File: src/rtl/apb_poll_master_if.sv
// Command/response handshake plus APB3 bus bundle for apb_poll_master.
// master: the initiator's view. slave: the command source / peripheral side.
interface apb_poll_master_if #(
  parameter int ADDR_W = 32,
  parameter int DATA_W = 32
) ();
  // command side
  logic              cmd_valid;
  logic              cmd_ready;
  logic [1:0]        cmd_op;
  logic [ADDR_W-1:0] cmd_addr;
  logic [DATA_W-1:0] cmd_wdata;
  // response side
  logic              rsp_valid;
  logic [DATA_W-1:0] rsp_rdata;
  logic [1:0]        rsp_err;
  // APB3 bus
  logic [ADDR_W-1:0] paddr;
  logic              psel;
  logic              penable;
  logic              pwrite;
  logic [DATA_W-1:0] pwdata;
  logic [DATA_W-1:0] prdata;
  logic              pready;
  logic              pslverr;

  modport master (
    input  cmd_valid, cmd_op, cmd_addr, cmd_wdata, prdata, pready, pslverr,
    output cmd_ready, rsp_valid, rsp_rdata, rsp_err,
    output paddr, psel, penable, pwrite, pwdata
  );

  modport slave (
    output cmd_valid, cmd_op, cmd_addr, cmd_wdata, prdata, pready, pslverr,
    input  cmd_ready, rsp_valid, rsp_rdata, rsp_err,
    input  paddr, psel, penable, pwrite, pwdata
  );
endinterface

File: src/rtl/apb_poll_master.sv
// APB3 initiator: executes one write / read / poll-until-clear command at a time,
// with a pready timeout and a bounded number of poll iterations.
module apb_poll_master #(
  parameter int ADDR_W   = 32,
  parameter int DATA_W   = 32,
  parameter int TIMEOUT  = 255,
  parameter int POLL_MAX = 1023
) (
  input  logic aclk,
  input  logic rstn,
  apb_poll_master_if.master bus
);
  typedef enum logic [2:0] {IDLE, SETUP, ACCESS, GAP, RESP} state_t;

  localparam logic [1:0] OP_WR   = 2'b00;
  localparam logic [1:0] OP_POLL = 2'b10;
  localparam logic [1:0] OP_ILL  = 2'b11;
  localparam logic [1:0] E_OK    = 2'b00;
  localparam logic [1:0] E_SLV   = 2'b01;
  localparam logic [1:0] E_TMO   = 2'b10;
  localparam logic [1:0] E_PLIM  = 2'b11;
  localparam logic [7:0] TMO     = 8'(TIMEOUT);
  localparam logic [9:0] PMAX    = 10'(POLL_MAX);

  state_t            state, state_nxt;
  logic [1:0]        op_q;
  logic [ADDR_W-1:0] addr_q;
  logic [DATA_W-1:0] wdata_q;          // write data, or poll mask
  logic [7:0]        tcnt_q, tcnt_nxt; // ACCESS cycles without pready
  logic [9:0]        pcnt_q, pcnt_nxt; // poll reads that came back non-zero
  logic [DATA_W-1:0] rdata_q, rdata_nxt;
  logic [1:0]        err_q, err_nxt;
  logic              accept;
  logic              sel, wr;

  // Bus outputs decode straight from state so an async reset drops them at once.
  assign sel           = (state == SETUP) || (state == ACCESS);
  assign wr            = (op_q == OP_WR);
  assign bus.psel      = sel;
  assign bus.penable   = (state == ACCESS);
  assign bus.paddr     = sel ? addr_q : '0;
  assign bus.pwrite    = sel && wr;
  assign bus.pwdata    = (sel && wr) ? wdata_q : '0;
  assign bus.cmd_ready = (state == IDLE) && !rstn;
  assign bus.rsp_valid = (state == RESP);
  assign bus.rsp_rdata = rdata_q;
  assign bus.rsp_err   = err_q;

  // Next-state, counters and response capture.
  always_comb begin
    state_nxt = state;
    tcnt_nxt  = tcnt_q;
    pcnt_nxt  = pcnt_q;
    rdata_nxt = rdata_q;
    err_nxt   = err_q;
    accept    = 1'b0;
    case (state)
      IDLE: begin
        if (bus.cmd_valid) begin
          accept    = 1'b1;
          tcnt_nxt  = '0;
          pcnt_nxt  = '0;
          rdata_nxt = '0;
          if (bus.cmd_op == OP_ILL) begin
            err_nxt   = E_SLV;
            state_nxt = RESP;
          end else begin
            err_nxt   = E_OK;
            state_nxt = SETUP;
          end
        end
      end
      SETUP: state_nxt = ACCESS;
      ACCESS: begin
        if (bus.pready) begin
          if (!wr) rdata_nxt = bus.prdata;
          if (bus.pslverr) begin
            err_nxt   = E_SLV;
            state_nxt = RESP;
          end else if (op_q != OP_POLL) begin
            state_nxt = RESP;
          end else if ((bus.prdata & wdata_q) == '0) begin
            state_nxt = RESP;
          end else begin
            pcnt_nxt = pcnt_q + 10'd1;
            if (pcnt_q + 10'd1 == PMAX) begin
              err_nxt   = E_PLIM;
              state_nxt = RESP;
            end else begin
              state_nxt = GAP;
            end
          end
        end else if (tcnt_q + 8'd1 == TMO) begin
          // pslverr without pready is meaningless and not looked at here
          err_nxt   = E_TMO;
          state_nxt = RESP;
        end else begin
          tcnt_nxt = tcnt_q + 8'd1;
        end
      end
      GAP: begin
        tcnt_nxt  = '0;
        state_nxt = SETUP;
      end
      RESP:    state_nxt = IDLE;
      default: state_nxt = IDLE;
    endcase
  end

  // State and datapath registers; command fields latched on accept.
  always_ff @(posedge aclk or posedge rstn) begin
    if (rstn) begin
      state   <= IDLE;
      op_q    <= '0;
      addr_q  <= '0;
      wdata_q <= '0;
      tcnt_q  <= '0;
      pcnt_q  <= '0;
      rdata_q <= '0;
      err_q   <= '0;
    end else begin
      state   <= state_nxt;
      tcnt_q  <= tcnt_nxt;
      pcnt_q  <= pcnt_nxt;
      rdata_q <= rdata_nxt;
      err_q   <= err_nxt;
      if (accept) begin
        op_q    <= bus.cmd_op;
        addr_q  <= bus.cmd_addr;
        wdata_q <= bus.cmd_wdata;
      end
    end
  end
endmodule
File: src/flat_wrapper.sv
// flat-port wrapper written by rule: the top's interface ports become plain ports
module apb_poll_master_flat 
#(
  parameter int ADDR_W   = 32,
  parameter int DATA_W   = 32,
  parameter int TIMEOUT  = 255,
  parameter int POLL_MAX = 1023
)
  (aclk, rstn, bus_cmd_valid, bus_cmd_op, bus_cmd_addr, bus_cmd_wdata, bus_prdata, bus_pready, bus_pslverr, bus_cmd_ready, bus_rsp_valid, bus_rsp_rdata, bus_rsp_err, bus_paddr, bus_psel, bus_penable, bus_pwrite, bus_pwdata);
  apb_poll_master_if #(.ADDR_W(ADDR_W), .DATA_W(DATA_W)) bus_i ();
  input  logic aclk;
  input  logic rstn;
  input wire logic [$bits(bus_i.cmd_valid)-1:0] bus_cmd_valid;
  input wire logic [$bits(bus_i.cmd_op)-1:0] bus_cmd_op;
  input wire logic [$bits(bus_i.cmd_addr)-1:0] bus_cmd_addr;
  input wire logic [$bits(bus_i.cmd_wdata)-1:0] bus_cmd_wdata;
  input wire logic [$bits(bus_i.prdata)-1:0] bus_prdata;
  input wire logic [$bits(bus_i.pready)-1:0] bus_pready;
  input wire logic [$bits(bus_i.pslverr)-1:0] bus_pslverr;
  output wire logic [$bits(bus_i.cmd_ready)-1:0] bus_cmd_ready;
  output wire logic [$bits(bus_i.rsp_valid)-1:0] bus_rsp_valid;
  output wire logic [$bits(bus_i.rsp_rdata)-1:0] bus_rsp_rdata;
  output wire logic [$bits(bus_i.rsp_err)-1:0] bus_rsp_err;
  output wire logic [$bits(bus_i.paddr)-1:0] bus_paddr;
  output wire logic [$bits(bus_i.psel)-1:0] bus_psel;
  output wire logic [$bits(bus_i.penable)-1:0] bus_penable;
  output wire logic [$bits(bus_i.pwrite)-1:0] bus_pwrite;
  output wire logic [$bits(bus_i.pwdata)-1:0] bus_pwdata;
  assign bus_i.cmd_valid = bus_cmd_valid;
  assign bus_i.cmd_op = bus_cmd_op;
  assign bus_i.cmd_addr = bus_cmd_addr;
  assign bus_i.cmd_wdata = bus_cmd_wdata;
  assign bus_i.prdata = bus_prdata;
  assign bus_i.pready = bus_pready;
  assign bus_i.pslverr = bus_pslverr;
  assign bus_cmd_ready = bus_i.cmd_ready;
  assign bus_rsp_valid = bus_i.rsp_valid;
  assign bus_rsp_rdata = bus_i.rsp_rdata;
  assign bus_rsp_err = bus_i.rsp_err;
  assign bus_paddr = bus_i.paddr;
  assign bus_psel = bus_i.psel;
  assign bus_penable = bus_i.penable;
  assign bus_pwrite = bus_i.pwrite;
  assign bus_pwdata = bus_i.pwdata;
  apb_poll_master #(.ADDR_W(ADDR_W), .DATA_W(DATA_W), .TIMEOUT(TIMEOUT), .POLL_MAX(POLL_MAX)) u_core (.aclk(aclk), .rstn(rstn), .bus(bus_i));
endmodule
File: config.mk
export PLATFORM = sky130hd
export DESIGN_NAME = apb_poll_master_flat
export DESIGN_NICKNAME = d
export VERILOG_FILES = /design/src/rtl/apb_poll_master_if.sv /design/src/rtl/apb_poll_master.sv /design/src/flat_wrapper.sv
export SDC_FILE = /design/constraint.sdc
export NUM_CORES = 1
export LEC_CHECK = 0
export CORE_ASPECT_RATIO = 0.5
export CORE_MARGIN = 4
export CORE_UTILIZATION = 25
export DETAILED_ROUTE_END_ITERATION = 16
export SETUP_SLACK_MARGIN = 0.02
export SLEW_MARGIN = 0
export SYNTH_ARGS = -nofsm -noshare
export SYNTH_HDL_FRONTEND = slang
export SYNTH_SLANG_ARGS = --single-unit
File: constraint.sdc
create_clock -name aclk -period 5.7 [get_ports aclk]
set_input_delay 1.14 -clock aclk [delete_from_list [all_inputs] [get_ports aclk]]
set_output_delay 1.14 -clock aclk [all_outputs]
set_load 0.05 [all_outputs]
==> results of run 1 <==
kinds of logic (layout without fill, tap and decap cells):
family,after synthesis,after routing,synth area share
simple gates,434,434,0.330
flops,121,121,0.512
compound gates,78,78,0.0988
buf+inv,55,259,0.0402
xor+xnor,6,6,0.00888
fa+ha+maj,4,4,0.00846
mux,1,1,0.00169
per-stage QoR:
step | area [um2] | setup WS, ns
final | 8900 | 1.47
after global routing | 8900 | 1.16
after CTS | 8900 | 1.40
after detailed placement | 8240 | 1.86
after global placement | 8240 | 1.90
after floorplan | 5920 | 1.35
synth_stat cells, drive strengths merged, types with 7 or more instances:
library cell | instances | area [um2]
nand2 | 283 | 1070
dfrtp | 121 | 3030
and2 | 68 | 425
nand3 | 42 | 210
clkbuf | 26 | 97.6
o21ai | 21 | 105
inv | 15 | 56.3
buf | 14 | 83.8
nor2 | 13 | 51.3
a21oi | 9 | 45.0
a31oi | 9 | 56.3
a22oi | 8 | 60.1
nor3 | 7 | 46.3
worst reg2reg max path, delay by kind of cell, from the launching register on:
family | cells | cell delay (ns)
AND/OR/NAND/NOR | 4 | 0.95
buffers and inverters | 2 | 0.57
AO/OA/AOI/OAI | 2 | 0.98
flip-flops | 1 | 0.52
power groups by stage:
| stage | Sequential [W] | Clock (W) | Combinational [W] |
|---|---|---|---|
| final | 0.00146 | 0.00121 | 0.00278 |
| after global routing | 0.00152 | 0.00129 | 0.00299 |
| after CTS | 0.00146 | 0.00125 | 0.00281 |
| after detailed placement | 0.00147 | 0 | 0.00281 |
| after global placement | 0.00146 | 0 | 0.00277 |
| after floorplan | 0.00173 | 0 | 0.00155 |
metal layers:
| layer | routed length (um) | share of wire |
|---|---|---|
| met5 | 0 | 0 |
| met4 | 284 | 0.014 |
| met2 | 10000 | 0.50 |
| met1 | 8880 | 0.45 |
| met3 | 752 | 0.038 |
flip-flops by register name, summed over array words and instances, names as in the netlist:
register,cells
u_core.addr_q,32
u_core.bus.rsp_rdata,32
u_core.op_q,2
u_core.pcnt_q,10
u_core.tcnt_q,8
u_core.bus.rsp_err,2
u_core.state,3
u_core.wdata_q,32
final timing paths:
kind	slack (ns)	end	depth (start not counted)	start
worst max-delay path	1.47	bus_paddr[27]	4	u_core.state[1]$_DFFE_PP0P_
worst min-delay path	0.46	u_core.bus.rsp_rdata[9]$_DFFE_PP0P_	2	u_core.bus.rsp_rdata[9]$_DFFE_PP0P_
worst max register to register	2.54	u_core.pcnt_q[8]$_DFFE_PP0P_	8	u_core.state[2]$_DFFE_PP0P_
worst min register to register	0.46	u_core.bus.rsp_rdata[9]$_DFFE_PP0P_	2	u_core.bus.rsp_rdata[9]$_DFFE_PP0P_
max in group asynchronous	3.49	u_core.addr_q[12]$_DFFE_PP0P_	3	rstn
min in group asynchronous	1.25	u_core.state[0]$_DFFE_PP0P_	2	rstn
final cells by class:
type | instances | area (um2) | area share
Sequential cell | 121 | 3030 | 0.340
Multi-Input combinational cell | 523 | 2670 | 0.300
Timing Repair Buffer | 212 | 2100 | 0.236
Clock buffer | 18 | 439 | 0.0493
Tap cell | 307 | 384 | 0.0431
Clock inverter | 14 | 220 | 0.0247
Inverter | 15 | 58.8 | 0.00661
==> impl_metrics.tcl, run 1 <==
set metrics [dict create \
    ir_drop_mv 0.269 \
    intPower_w 0.00288 \
    grt_pass1_wl_um 30500 \
    hold_viol_final 0 \
    htree_levels 4 \
    numClockSinks 121 \
    async_flop_share 1.00 \
    fin_cells 1210 \
    critPathBufInv 1 \
    dieHeight_um 117 \
    finalCriticalPeriod_ns 4.23 \
    clockBufferDepth 2 \
    worstHoldPathType "reg -> reg" \
    cts_setup_buffers 0 \
    post_cts_resize_count 0 \
    crit_fanout 33 \
    synthDistinctLibCells 54 \
    grt-busiest-layer "met2" \
    crit_chain "xnor2_1 -> nor2_2 -> and2_1 -> clkdlybuf4s50_1" \
    end_kind "output port" \
    clkPwrFrac 0.222 \
    clock_skew_ns 0.0103 \
    clock_latency_ns 0.41 \
    p_comb_frac 0.510 \
    worst_pin_slew_ns 1.07 \
    grt_util_met1 0.197 \
    p_sw_frac 0.472 \
    grt_util_met2 0.248 \
    track_usage 0.147 \
    setup_viol 0 \
    critPathMaxStageDelay_ns 0.83 \
    syn_to_final_growth_pct 50.5 \
    place_inst 1178 \
    worstSetupPathType "reg -> out" \
    rsz0062_at_grt "no" \
    cp-start-kind "register" \
    gp_congestion 0.842 \
    fillers 2320 \
    yosysWarnings 0 \
    syn_inst 699 \
    layout_commonest_cell "nand2_1" \
    drt_iter0_drc 395 \
    dieArea_mm2 0.0263 \
    yosysSeqAreaShare 0.512 \
    grt_overflow 0 \
    seq_power_share 0.268 \
    grt_pass1_vias 5397 \
    vias 5562 \
    p_leak_nw 4.06 \
    max_freq_ghz 0.237 \
    gr-usage-met3 0.0277 \
    fp-row-count 39 \
    drv_cap 0 \
    core_mm2 0.0230 \
    utilization 0.387 \
    tns_ns 0 \
    die_x_um 226 \
    clkTransAtPathRegs_ns 0.06 \
    first_pass_iters 5 \
    mostFrequentLayoutCells "nand2_1 (280), clkdlybuf4s50_1 (205), dfrtp_1 (121)" \
    status "finished clean" \
    io_buffers 205 \
    synth_area_per_cell_um2 8.46 \
    root_buffer "clkbuf_16" \
    grt_max_degree 59 \
    ys_ff_latch 121 \
    synth_enable_flop_cells 0 \
    critPathRequiredTime_ns 4.56 \
    relSlewSlack 0.283 \
    fin_hold_ws_ns 0.462 \
    finalCritPeriodShare 0.741 \
    critPathTopFamily "simple AND/OR/NAND/NOR gates" \
    drc 0 \
    diodes 0 \
    ios 206 \
    cts_buffers 17 \
    holdBufCountCts 0 \
    fin_nets 997 \
    cts_tree "built" \
    dpl.hpwl_um 14400 \
    netSwitchingPower_w 0.00258 \
    synth-main-ff-cell "dfrtp_1" \
    drt_wl_total_um 19900 \
    syn-cell-area_mm2 0.00592 \
    arrival_ns 3.09 \
    power_density_mw_per_mm2 613 \
    viasPerCell 4.60 \
    synth.net_count 806 \
    drtAntennaViolNets 0 \
    start_util 0.257 \
    antenna_found_initial 0 \
    wire_per_inst_um 16.5 \
    drive_gt1_frac 0.0664 \
    total_power_w 0.00546 \
    slowest_stage "nor2_2" \
    slew_violations 0 \
]
Power figures use the tool's default switching activity.
==> inputs of run 2 (changes only) <==
==> constraint.sdc (replaced) <==
create_clock -name aclk -period 3.5 [get_ports aclk]
set_input_delay 0.7 -clock aclk [delete_from_list [all_inputs] [get_ports aclk]]
set_output_delay 0.7 -clock aclk [all_outputs]
set_load 0.05 [all_outputs]
==> run 2 against run 1 <==
Compared with the run above: clock skew decreased by 0.00093 ns; hold slack improved by 0.0032 ns; total power increased by 59%; highest routed layer unchanged; combinational power increased by 65%; sequential share of layout area decreased by 0.38 points; critical path depth increased by 1; setup slack got worse by 1.3 ns.
==> impl_metrics.tcl, run 2 (synthesized netlist as in run 1, its figures left out) <==
set metrics [dict create \
    status "finished clean" \
    grt_max_degree 69 \
    max_freq_ghz 0.302 \
    grt_overflow 0 \
    arrival_ns 2.61 \
    grt_pass1_vias 5618 \
    htree_levels 4 \
    critPathBufInv 2 \
    worstHoldPathType "reg -> reg" \
    io_buffers 205 \
    drc 0 \
    critPathRequiredTime_ns 2.80 \
    slew_violations 0 \
    dp_slack_ns 0.546 \
    fin_ws_ns 0.193 \
    root_buffer "clkbuf_16" \
    worstSetupPathType "reg -> out" \
    finalCriticalPeriod_ns 3.31 \
    clock_skew_ns 0.00938 \
    cts_buffers 17 \
    slowest_stage "clkdlybuf4s50_1" \
    syn_to_final_growth_pct 52.2 \
    viasPerCell 4.57 \
    crit_fanout 33 \
    drt_wl_total_um 20300 \
    critPathMaxStageDelay_ns 0.79 \
    drv_cap 0 \
    clkTransAtPathRegs_ns 0.06 \
    track_usage 0.150 \
    dieArea_mm2 0.0263 \
    layout_commonest_cell "nand2_1" \
    tns_ns 0 \
    numClockSinks 121 \
    holdBufCountCts 0 \
    critPathTopFamily "buffers and inverters" \
    cts_tree "built" \
    crit_chain "xnor2_1 -> nor3_2 -> buf_4 -> and2_1 -> clkdlybuf4s50_1" \
    drt_iter0_drc 314 \
    first_pass_iters 5 \
    p_leak_nw 4.70 \
    drive_gt1_frac 0.0706 \
    total_power_w 0.00869 \
    drtAntennaViolNets 0 \
    fillers 2305 \
    clockBufferDepth 2 \
    end_kind "output port" \
    worst_pin_slew_ns 0.806 \
    fin_nets 1001 \
    relSlewSlack 0.463 \
    dpl.hpwl_um 14600 \
    gp_congestion 0.853 \
    start_util 0.257 \
    core_mm2 0.0230 \
    wire_per_inst_um 16.8 \
    cts_setup_buffers 0 \
    rsz0062_at_grt "no" \
    mostFrequentLayoutCells "nand2_1 (280), clkdlybuf4s50_1 (168), dfrtp_1 (121)" \
    ios 206 \
    grt_pass1_wl_um 31200 \
    ir_drop_mv 0.568 \
    die_x_um 226 \
    fp-row-count 39 \
    dieHeight_um 117 \
    setup_viol 0 \
    power_density_mw_per_mm2 965 \
    cp-start-kind "register" \
    vias 5550 \
    clock_latency_ns 0.41 \
    diodes 0 \
    hold_viol_final 0 \
    antenna_found_initial 0 \
    finalCritPeriodShare 0.945 \
]
## run 2: layout make-up
class | instances | area (um2) | area share
multi-input cells | 523 | 2670 | 0.296
flip-flops and latches | 121 | 3030 | 0.336
clock buffers | 19 | 453 | 0.0503
repair buffers | 216 | 2290 | 0.254
clock inverters | 13 | 120 | 0.0133
inverters | 15 | 60.1 | 0.00667
well taps | 307 | 384 | 0.0427
## run 2: routing by layer
metal,global-route usage,vias up,part of all wire
li1,-,2685,-
met1,0.198,2699,0.44
met2,0.255,143,0.51
met3,0.0304,23,0.040
met4,0.0408,0,0.014
met5,0,-,0
## run 2: power by group
part	switching [W]	total, W	internal (W)
logic	0.00313	0.00460	0.00147
clock network	0.000694	0.00172	0.00102
registers	0.000404	0.00237	0.00196
total	0.00423	0.00869	0.00446
## run 2: final timing paths
check	startpoint	endpoint	slack [ns]	cells past startpoint
worst max-delay path	u_core.state[0]$_DFFE_PP0P_	bus_pwdata[6]	0.19	5
worst min-delay path	u_core.bus.rsp_rdata[1]$_DFFE_PP0P_	u_core.bus.rsp_rdata[1]$_DFFE_PP0P_	0.46	2
worst max register to register	u_core.state[2]$_DFFE_PP0P_	u_core.bus.rsp_rdata[7]$_DFFE_PP0P_	1.16	6
worst min register to register	u_core.bus.rsp_rdata[1]$_DFFE_PP0P_	u_core.bus.rsp_rdata[1]$_DFFE_PP0P_	0.46	2
max in group asynchronous	rstn	u_core.bus.rsp_rdata[29]$_DFFE_PP0P_	2.07	3
min in group asynchronous	rstn	u_core.bus.rsp_err[1]$_DFFE_PP0P_	0.79	2
## run 2: timing repair
action,CTS,global route
gates resized for setup,0,37
endpoints found under the hold margin,0,0
setup endpoints to repair,0,37
## run 2: through the flow
| stage | hold WS (ns) | std cells | cell area (um2) | util |
|---|---|---|---|---|
| 6_report | 0.465 | 1214 | 9000 | 0.391 |
| 5_1_grt | 0.489 | 1214 | 9000 | 0.391 |
| 4_1_cts | 0.468 | 1214 | 8910 | 0.387 |
| 3_5_place_dp | 0.454 | 1182 | 8340 | 0.362 |
| 3_3_place_gp | 0.450 | 1182 | 8340 | 0.362 |
| 2_1_floorplan | 0.437 | 699 | 5920 | - |
## run 2: worst min-delay path: stages, from the launching register on
cell and delay, ns:
dfrtp_1 0.34, nand2_1 0.05, nand2_1 0.05
==> RTL change 1 (settings of run 2) <==
Re-encode `state_t` (5 states) as Gray code, 3 bits wide.
--- a/src/rtl/apb_poll_master.sv
+++ b/src/rtl/apb_poll_master.sv
@@ -10,7 +10,7 @@
   input  logic rstn,
   apb_poll_master_if.master bus
 );
-  typedef enum logic [2:0] {IDLE, SETUP, ACCESS, GAP, RESP} state_t;
+  typedef enum logic [2:0] {IDLE = 3'b000, SETUP = 3'b001, ACCESS = 3'b011, GAP = 3'b010, RESP = 3'b110} state_t;
 
   localparam logic [1:0] OP_WR   = 2'b00;
   localparam logic [1:0] OP_POLL = 2'b10;
Function: no difference found for any inputs over 4 cycles, from zero or initial values and one cycle with rstn high; so few cycles prove little.
==> RTL change 1 against run 2 <==
  * Final cell count decreased by 1.3%
  * Count of clock-buffer cells in the layout increased by 2
  * Routed wire length decreased by 2.7%
  * Setup slack improved by 0.050 ns
  * Sequential share of layout area increased by 0.52 points
  * Area after synthesis decreased by 1.4%
  * Global-route usage decreased by 0.18 points
  * Power increased by 1.2%
  * Sequential cell count unchanged
  * Design area decreased by 1.5%
  * Core utilization decreased by 0.35 points
  * Critical path type unchanged
  * Critical endpoint is now bus_pwdata[0]
  * Highest routed layer unchanged
==> RTL change 1: results (changes against run 2) <==
metric;value;unit;change
seq_share;34.2;%;+0.52 points
worstHoldStart;u_core.addr_q[23];;
p_total;8.79;mW;+1.2%
grt_pass1_vias;5291;;-5.8%
multi_input_area_share;29.3;%;-0.33 points
ir_drop;0.000367;V;-35%
muxShareOfSynthArea;0.193;%;+0.024 points
drive_gt1_share;6.96;%;-0.098 points
n_all_buffers;217;;+0.46%
first_pass_iters;4;;-1
p_comb;4.42;mW;-4%
pg_clk;1.97;mW;+15%
buffer_area_share;24.5;%;-0.93 points
nNetsFinal;985;;-1.6%
critPathCapture;bus_pwdata[0];;
gp_congestion;0.826;;-3.2%
leakagePower;4.23;nW;-10%
fillers;2311;;+0.26%
r2r_cells;9;;+3
cp_max_fo;45;;+36%
dp_cells;1166;;-1.4%
whs_path_depth;2;;unchanged
syn_area_per_cell;8.52;sq um;+0.64%
status;finished clean;;
drtIter0Drc;434;;+38%
async_reset_ff_share;100;%;unchanged
clk_latency;0.41;ns;about the same
synth_adder_area_share;0.858;%;+0.012 points
clkTransAtPathRegs;0.06;ns;about the same
seq_area_frac_synth;51.9;%;+0.71 points
hold_slack;0.463;ns;-0.00168 ns
wl_per_cell;16.5;microns;-1.4%
vias;5400;;-2.7%
rrSetupSlack;1.05;ns;-0.11 ns
clock_area_share;7.37;%;+1.0 points
netlist_top_cells_count;nand2_1 (283), dfrtp_1 (121), nand3_1 (39);;
hold_end;u_core.addr_q[23];;
r2r_end;u_core.bus.rsp_rdata[17];;
synthXorXnorAreaFrac;1.03;%;+0.14 points
critPathArrivalTime;2.56;ns;-0.05 ns
vias_per_cell;4.51;;-1.4%
final_cell_area;8860;sq um;-1.5%
dpl-instance-area;8210;sq um;-1.5%
nMultiInputCombCells;514;;-1.7%
tightest_slew;0.684;ns;-0.121 ns
period_minus_slack;3.26;ns;-0.0502 ns
grt_use_total;14.8;%;-0.18 points
finalClockSkew;0.00676;ns;-0.00263 ns
yosysUniqueCellTypes;57;;+5.6%
synth_fp_nets;792;;-1.7%
netlist_top_cells_area;dfrtp_1 (52%), nand2_1 (18%), and2_1 (4.0%), and3_1 (4.0%), nand3_1 (3.3%);;
hpwl;14300;microns;-2.1%
n_all_inverters;7;;-8
nClkBuffers;21;;+2
grt_max_degree;122;;+77%
synth_compound_area_share;8.69;%;-1.2 points
[RTL change 1: cell types whose count changed in the layout (fill, tap and decap cells not counted), sizes merged, moves of 5 or more]
cell           before  now
dlymetal6s2s       37    0
and3                1   37
clkdlybuf4s50     168  202
and2               68   37
o21ai              21   10
inv                17    7
a31oi               9    1
a21oi               9    4
[RTL change 1: cells by family (layout without fill, tap and decap cells)]
group,count (synthesis),in the layout
adder cells (fa/ha/maj),4,4
XOR/XNOR,6,6
AO/OA/AOI/OAI,65,65
buffers and inverters,50,256
AND/OR/NAND/NOR,438,438
flip-flops,121,121
multiplexers,1,1
[RTL change 1: critical path, stage by stage (launching register included)]
cell             delay [ns]
dfrtp_1                0.50
and2b_2                0.20
buf_4                  0.35
and3_1                 0.23
clkdlybuf4s50_1        0.85
[RTL change 1: metal layers]
| layer | part of all wire (%) | track usage [%] |
|---|---|---|
| met1 | 46 | 20.2 |
| met2 | 49 | 24.5 |
| met3 | 2.9 | 2.51 |
| met4 | 2.1 | 4.51 |
| met5 | 0 | 0 |
==> RTL change 2 (config.mk and constraints of run 2) <==
Without the edit above. `DATA_W` is set to 32 in 3 places; all go to 40.
--- a/src/rtl/apb_poll_master_if.sv
+++ b/src/rtl/apb_poll_master_if.sv
@@ -2,7 +2,7 @@
 // master: the initiator's view. slave: the command source / peripheral side.
 interface apb_poll_master_if #(
   parameter int ADDR_W = 32,
-  parameter int DATA_W = 32
+  parameter int DATA_W = 40
 ) ();
   // command side
   logic              cmd_valid;
--- a/src/rtl/apb_poll_master.sv
+++ b/src/rtl/apb_poll_master.sv
@@ -2,7 +2,7 @@
 // with a pready timeout and a bounded number of poll iterations.
 module apb_poll_master #(
   parameter int ADDR_W   = 32,
-  parameter int DATA_W   = 32,
+  parameter int DATA_W   = 40,
   parameter int TIMEOUT  = 255,
   parameter int POLL_MAX = 1023
 ) (
--- a/src/flat_wrapper.sv
+++ b/src/flat_wrapper.sv
@@ -2,7 +2,7 @@
 module apb_poll_master_flat 
 #(
   parameter int ADDR_W   = 32,
-  parameter int DATA_W   = 32,
+  parameter int DATA_W   = 40,
   parameter int TIMEOUT  = 255,
   parameter int POLL_MAX = 1023
 )
Interface: changed (resized bus_cmd_wdata, bus_prdata, bus_pwdata and bus_rsp_rdata); port bits go from 206 to 238. No check against the original RTL was run, so the function may have changed too.
==> RTL change 2 against run 2 <==
  * Critical path depth is 1 lower
  * Routed wire length is 6.9% higher
  * Count of clock-buffer cells in the layout is 3 higher
  * Power is 11% higher
  * Sequential share of layout area is 0.15 points higher
  * Area after synthesis is 12% higher
  * Sequential cell count is 16 higher
  * Design area is 13% higher
  * Clock skew is 0.0023 ns higher
  * Combinational power is 8.0% higher
  * Setup slack better by 0.17 ns
  * Clock power is 14% higher
==> RTL change 2: results (changes against run 2) <==
metric;value;unit;change
fillers;2465;;+6.9%
multi_input_area;2990;sq um;+12%
drtIter0Drc;465;;+48%
clk_latency;0.43;ns;+0.02 ns
nNetsFinal;988;;-1.3%
routed_wl;21700;microns;+6.9%
finalClockSkew;0.0117;ns;+0.00231 ns
hpwl;16300;microns;+12%
pwr-share-comb;51.4;%;-1.6 points
vias_per_cell;4.55;;-0.49%
met3WireLength;758;microns;-6.5%
ir_drop;0.000390;V;-31%
netlist_top_cells_area;dfrtp_1 (52%), mux2_2 (13%), and2_1 (6.9%), nand2_1 (5.4%), o21ai_0 (4.7%);;
slowest_delay;0.86;ns;+0.07 ns
leakagePower;4.22;nW;-10%
status;finished clean;;
grt_max_degree;81;;+17%
gp_congestion;0.909;;+6.5%
use_met2;24.6;%;-0.90 points
grt_pass1_vias;5611;;-0.12%
synth_top_area_share;51.8;%;+0.64 points
synthXorXnorAreaFrac;0.397;%;-0.49 points
worstSetupStartpoint;u_core.state[2];;
yosysUniqueCellTypes;53;;-1.9%
synth_compound_area_share;12.1;%;+2.2 points
use_met1;18.5;%;-1.3 points
dpl-instance-area;9510;sq um;+14%
synth_adder_area_share;0.757;%;-0.089 points
rrSetupSlack;1.14;ns;-0.02 ns
seq_area_frac_synth;51.8;%;+0.64 points
tightest_slew;0.651;ns;-0.155 ns
r2r_end;u_core.pcnt_q[1];;
synth_fp_nets;757;;-6.1%
swShare;44.6;%;-4.1 points
critPathArrivalTime;2.43;ns;-0.18 ns
portBuffers;237;;+16%
hold_end;u_core.bus.rsp_rdata[37];;
cp_max_fo;9;;-73%
drt-met1-wl;9240;microns;+2.9%
dp_slack;0.437;ns;-0.109 ns
muxShareOfSynthArea;13.0;%;+13 points
setup_ws;0.365;ns;+0.173 ns
netlist_top_cells_count;dfrtp_1 (137), nand2_1 (96), mux2_2 (75);;
worstHoldStart;u_core.bus.rsp_rdata[37];;
grt_util_met3;2.67;%;-0.37 points
dr_wl_met2;11200;microns;+9.4%
grt_pass1_wl;32700;microns;+4.7%
critPathCapture;bus_penable;;
## RTL change 2: cell count changes in the layout (fill, tap and decap cells not counted), sizes merged, moves of 5 or more
cell / change
nand2: -186
mux2: +76
buf: +74
o21ai: +42
dlymetal6s2s: -37
nand3: -34
dfrtp: +16
a22oi: +12
a31oi: -5
and2: +5
clkdlybuf4s50: -5
o211ai: +5
## RTL change 2: cell type report
type,count,area share [%]
well taps,344,4.24
clock inverters,10,1.63
diodes,1,0.0247
flip-flops and latches,137,33.8
clock buffers,22,4.67
multi-input cells,446,29.5
inverters,15,0.592
repair buffers,248,25.6
## RTL change 2: per-stage QoR
stage / power, mW / hold WS (ns) / std cells
6_report: 9.67 / 0.486 / 1223
5_1_grt: 10.2 / 0.506 / 1222
4_1_cts: 9.78 / 0.485 / 1222
3_5_place_dp: 7.78 / 0.473 / 1190
3_3_place_gp: 7.73 / 0.462 / 1190
2_1_floorplan: 5.93 / 0.472 / 634
